`config.mk`:
```
export PLATFORM = sky130hd
export DESIGN_NAME = nmix_inv
export DESIGN_NICKNAME = d
export VERILOG_FILES = /design/src/rtl/nmix_inv.sv
export SDC_FILE = /design/constraint.sdc
export NUM_CORES = 1
export LEC_CHECK = 0
export CORE_ASPECT_RATIO = 0.5
export CORE_MARGIN = 3
export CORE_UTILIZATION = 33
export CTS_CLUSTER_SIZE = 25
export DETAILED_ROUTE_END_ITERATION = 10
export GPL_TIMING_DRIVEN = 0
export PLACE_DENSITY_LB_ADDON = 0.15
export REMOVE_ABC_BUFFERS = 1
export SYNTH_ARGS = -nofsm -noshare
export SYNTH_HDL_FRONTEND = slang
export SYNTH_SLANG_ARGS = --single-unit
```
`constraint.sdc`:
```
create_clock -name clk -period 3.8 [get_ports clk]
set_input_delay 0.76 -clock clk [delete_from_list [all_inputs] [get_ports clk]]
set_output_delay 0.76 -clock clk [all_outputs]
set_load 0.005 [all_outputs]
```
`src/rtl/nmix_inv.sv`:
```
// nmix_inv: bit-serial inverse of the nmix nonlinear mixer, recovers X from Y and key R, BPC bits per clock
module nmix_inv #(
  parameter int WIDTH = 32,
  parameter int BPC = 1
) (
  input  logic             clk,
  input  logic             reset,
  input  logic             start,
  input  logic [WIDTH-1:0] Y,
  input  logic [WIDTH-1:0] R,
  output logic [WIDTH-1:0] X,
  output logic             busy,
  output logic             done
);
  localparam int IW = WIDTH > 1 ? $clog2(WIDTH) : 1;
  localparam logic [IW-1:0] LAST = IW'(WIDTH - BPC);
  typedef enum logic [1:0] {IDLE, RUN, DONE} state_t;
  state_t state, nxt;
  logic [WIDTH-1:0] ys, rs;
  logic [IW-1:0] idx;
  logic carry, cn;
  logic [BPC-1:0] yg, rg, grp;
  assign yg = BPC'(ys >> idx);
  assign rg = BPC'(rs >> idx);
  // carry ripples through the group within a cycle and is registered between groups
  always_comb begin
    cn = carry;
    grp = '0;
    for (int b = 0; b < BPC; b++) begin
      grp[b] = yg[b] ^ rg[b] ^ cn;
      cn = cn ^ (grp[b] & rg[b]);
    end
  end
  always_comb begin
    nxt = state == IDLE ? (start ? RUN : IDLE) : state == RUN ? (idx == LAST ? DONE : RUN) : IDLE;
    busy = state == RUN;
    done = state == DONE;
  end
  always_ff @(posedge clk or posedge reset)
    if (reset) state <= IDLE;
    else state <= nxt;
  always_ff @(posedge clk or posedge reset)
    if (reset) begin
      ys <= '0;
      rs <= '0;
      X <= '0;
      carry <= 1'b0;
      idx <= '0;
    end else if (state == IDLE && start) begin
      ys <= Y;
      rs <= R;
      X <= '0;
      carry <= 1'b0;
      idx <= '0;
    end else if (state == RUN) begin
      X <= X | (WIDTH'(grp) << idx);
      carry <= cn;
      idx <= idx == LAST ? '0 : idx + IW'(BPC);
    end
endmodule

```
# Word level (Yosys, flattened, before mapping)
# Index checks and enable logic that the tools add are counted.
# W data, S select, Z words.
[totals] register_bits=104
[classes] n_shift=3 addsub=1 n_eq_ne=3 n_bitwise=5 n_reduce_logical=3 muxes=11
[op_table] operator="$mux W32" n=2
[op_table] operator="$shr A32 B5 Y1" n=2
[op_table] operator="$or A32 B32 Y32" n=1
[op_table] operator="$shl A1 B5 Y32" n=1
[op_table] operator="$mux W5" n=3
[op_table] operator="$mux W2" n=3
[op_table] operator="$add A5 B1 Y5 const B" n=1
[op_table] operator="$eq A5 B5 Y1 const B" n=1
[op_table] operator="$mux W1" n=3
[op_table] operator="$xor A1 B1 Y1" n=3
[op_table] operator="$eq A2 B1 Y1 const B" n=1
[op_table] operator="$eq A2 B2 Y1 const B" n=1
[op_table] operator="$logic_not A2 Y1" n=1
[op_table] operator="$reduce_bool A2 Y1" n=1
[op_table] operator="$and A1 B1 Y1" n=1
[op_table] operator="$logic_and A1 B1 Y1" n=1

# Longest topological paths before layout
[depth] depth_word=7 mapped_depth=10 mapped_depth_nobuf=7

# Worst setup path after synthesis
# OpenSTA, ideal clock, no wires.
[synth_path] path_type="flip-flop to flip-flop" start="register idx[2]" end="register X[16]" t_arrival_ps=2108 setup_slack_ps=1600 required_time_ps=3708 path_stages_with_launch=10 setup_ps=92 path_buffers=3 path_cell_list="dfrtp_1 -> buf_2 -> nor2_1 -> a22oi_1 -> nand3_1 -> and4_4 -> buf_6 -> xor3_2 -> buf_6 -> o31ai_2"
[synth_between] elab_chain_len=7 elab_cells_between_ends=8 cone_classes="3 x shift; 2 x mux; 3 x bitwise"
[synth_rtl] element="from (decl)" line="20" text="logic [IW-1:0] idx;"
[synth_rtl] element="from (signal assigned)" line="58" text="idx <= idx == LAST ? '0 : idx + IW'(BPC);"
[synth_rtl] element="$shr A32 B5 Y1, on equally long branches" line="23, 24"
[synth_rtl] element="$xor A1 B1 Y1 (2 in a row)" line="30" text="grp[b] = yg[b] ^ rg[b] ^ cn;"
[synth_rtl] element="$shl A1 B5 Y32 *" line="56" text="X <= X | (WIDTH'(grp) << idx);"
[synth_rtl] element="$or A32 B32 Y32 *" line="56"
[synth_rtl] element="$mux W32 *" line="55" text="end else if (state == RUN) begin"
[synth_rtl] element="$mux W32 *" line="49" text="end else if (state == IDLE && start) begin"
[synth_rtl] element="to (signal assigned)" line="56"
[synth_rtl] element="to (decl)" line="11" text="output logic [WIDTH-1:0] X,"
# Mark *: on every way between the ends. The rest lies on a longest branch, timed or not. The select of a mux whose other input is x is not followed.
# A chain may end at the register's enable or synchronous reset.

# Worst setup path in the final report
[layout_path] start="register idx[3]" end="register X[31]"
# The elaborated chain is that of the path after synthesis.

==> impl_metrics.ini <==
[clock_network]
ctsHoldBuffers = 0
clock-root-buffer = clkbuf_16
clkTransAtPathRegs_ps = 70
clock_latency_ps = 350
cts_resized = 0
ctsLongestPathBuffers = 2
cts_made_buffers = 9
htree_num_levels = 3
cts_tree = yes
postCtsSetupBuffers = 0
clock_sinks = 104

[logic_synthesis]
yosys.area.top_type = dfrtp_1
ys_seq_area_share_pct = 54.0
synth-async-reset-ratio_pct = 100
yosys_warnings = 0
syn_inst = 524
synth.most_common_cell = nand2_1
ys_seq_elements = 104
syn_area_per_cell_sq_um = 9.20
yosysUniqueCellTypes = 37
synth_edf_count = 0
ys_top_cells_by_count = nand2_1 (254), dfrtp_1 (104), clkbuf_1 (22), mux2i_1 (22), o21ai_0 (22)
yosysTopAreaCellShare_pct = 54.0
synth_area_sq_um = 4820
ys.flop_type = dfrtp_1
synth_area_leaders = dfrtp_1 (54%), nand2_1 (20%), mux2i_1 (4.6%), mux4_2 (2.8%), o31ai_2 (2.3%)

[sta]
slew_violations = 0
fmax_mhz = 338
rsz0062_at_grt = no
finalHoldViolCount = 0
min_period_ps = 2960
skew_ps = 6.70
worstMarginPinSlew_ps = 978
period_share_pct = 77.8
whs_ps = 472
setup_viol = 0
slew_headroom_pct = 34.3
fin_setup_tns_ps = 0

[drt]
firstDrtPassIters = 4
ant_nets = 0
drtIter0Drc = 238
vias = 3740
drc_errors = 0
routed_via_density = 4.67
wl_um = 11900
wl_per_cell_um = 14.9

[place]
placed_cell_area_sq_um = 5990
gp_congestion = 0.737
hpwl_um = 8250
port_buffers = 100

[power]
switching_power_mw = 2.12
sw_frac_of_total_pct = 39.4
worst_ir_drop_vdd_mv = 0.469
combPwrFrac_pct = 45.0
p_int_mw = 3.26
power_density_nw_per_um2 = 853
p_leak_nw = 2.96
seqPwrFrac_pct = 37.0
clockPowerShare_pct = 18.0

[worst_setup_path]
cp-end-kind = flop
cp_max_fo = 18
critPathMaxStageDelay_ps = 820
crit_arrival_ps = 3190
start_kind = flop
crit_chain = inv_1 > a211oi_1 > nand3_1 > and4_4 > xor3_2 > o41ai_1
r2r_setup_slack_ps = 840
cp.required_ps = 4030
worstSetupPathType = reg -> reg
crit_slowest_cell = dfrtp_1

[grt]
grt_pass1_vias = 3776
grt_pass1_wl_um = 19200
grt_antenna_before_repair = 0
grt_max_degree = 71
grt_use_total_pct = 15.1
overflow = 0

[floorplanning]
die_area_sq_um = 16200
row_count = 30
die_h_um = 91.5
start_util_pct = 34.6
pin_count = 101
die_width_um = 177
core_area_sq_um = 13900

[final_layout]
final_area_sq_um = 6300
filler_cell_count = 1385
fin_nets = 674
multi_input_area_sq_um = 2040
final_util_pct = 45.2
drive_gt1_share_pct = 6.40
regArea_sq_um = 2600
syn2layout_area_growth_pct = 30.6
antenna_cells = 0

[hold_path]
hold_path.class = reg -> reg

[status]
status = finished, final reports clean

[job]
max_cap_violations = 0
## area by class of cell
class	count	share of cell area, %
sequential	104	41.4
multi-input combinational	383	32.4
timing repair buffer	104	17.4
tap	192	3.82
clock buffer	11	3.70
clock inverter	4	1.11
inverter	3	0.219
## final timing paths
kind                         from      to  depth (start not counted)
setup / recovery           idx[3]   X[31]                          6
hold / removal              rs[4]   rs[4]                          2
setup reg to reg           idx[3]   X[31]                          6
hold reg to reg             rs[4]   rs[4]                          2
max in group asynchronous   reset  idx[0]                          3
min in group asynchronous   reset   ys[2]                          2
## layout by cell type (no fill, tap or decap), types with 3 or more instances in the layout
cell,count
a211oi_1,3
nand2_1,253
o41ai_1,5
dfrtp_1,103
and2_1,3
o21ai_0,22
o31ai_2,9
mux2i_1,22
a22oi_1,4
nor2b_1,5
nor2_1,8
clkbuf_16,9
a21oi_1,3
clkdlybuf4s50_1,100
nand3_1,11
nand2b_1,5
mux4_2,6
## cell families after synthesis
logic type	count (synthesis)	synth area share (%)
adder cells (fa/ha/maj)	2	0.519
AND/OR/NAND/NOR	295	24.4
multiplexers	28	7.37
flip-flops	104	54.0
buffers and inverters	37	3.92
AO/OA/AOI/OAI	55	8.33
XOR/XNOR	3	1.45
## power by group through the flow
stage	combinational (mW)	clock, mW	sequential [mW]
global route	2.70	1.03	2.07
finish	2.42	0.966	1.99
floorplan	1.54	0	1.94
global placement	2.35	0	2.06
CTS	2.46	0.989	2.00
detailed placement	2.44	0	2.02
## worst max-delay path: cells and delay by family, from the launching register on
family,cells,cell delay [ps]
buffers and inverters,1,490
AND/OR/NAND/NOR,2,330
XOR/XNOR,1,570
flip-flops,1,820
AO/OA/AOI/OAI,2,620
## sequential cells by signal (all words and copies together), names as in the netlist
register,cells
X,32
rs,32
ys,32
idx,5
state,2
carry,1
## routing by layer
metal	track usage, %	vias up	part of all wire, %
met5	0	-	0
met4	3.92	0	0.92
met3	3.80	8	5.0
met2	23.9	78	45
met1	20.7	1793	49
li1	-	1861	-
## per-stage QoR
stage | power (mW) | setup WS (ps) | std cells
2_1_floorplan | 3.47 | 308 | 490
3_3_place_gp | 4.41 | -1410 | 782
3_5_place_dp | 4.46 | 791 | 786
4_1_cts | 5.45 | 776 | 801
5_1_grt | 5.80 | 607 | 801
6_report | 5.37 | 842 | 801
(Power assumes the default switching activity.)
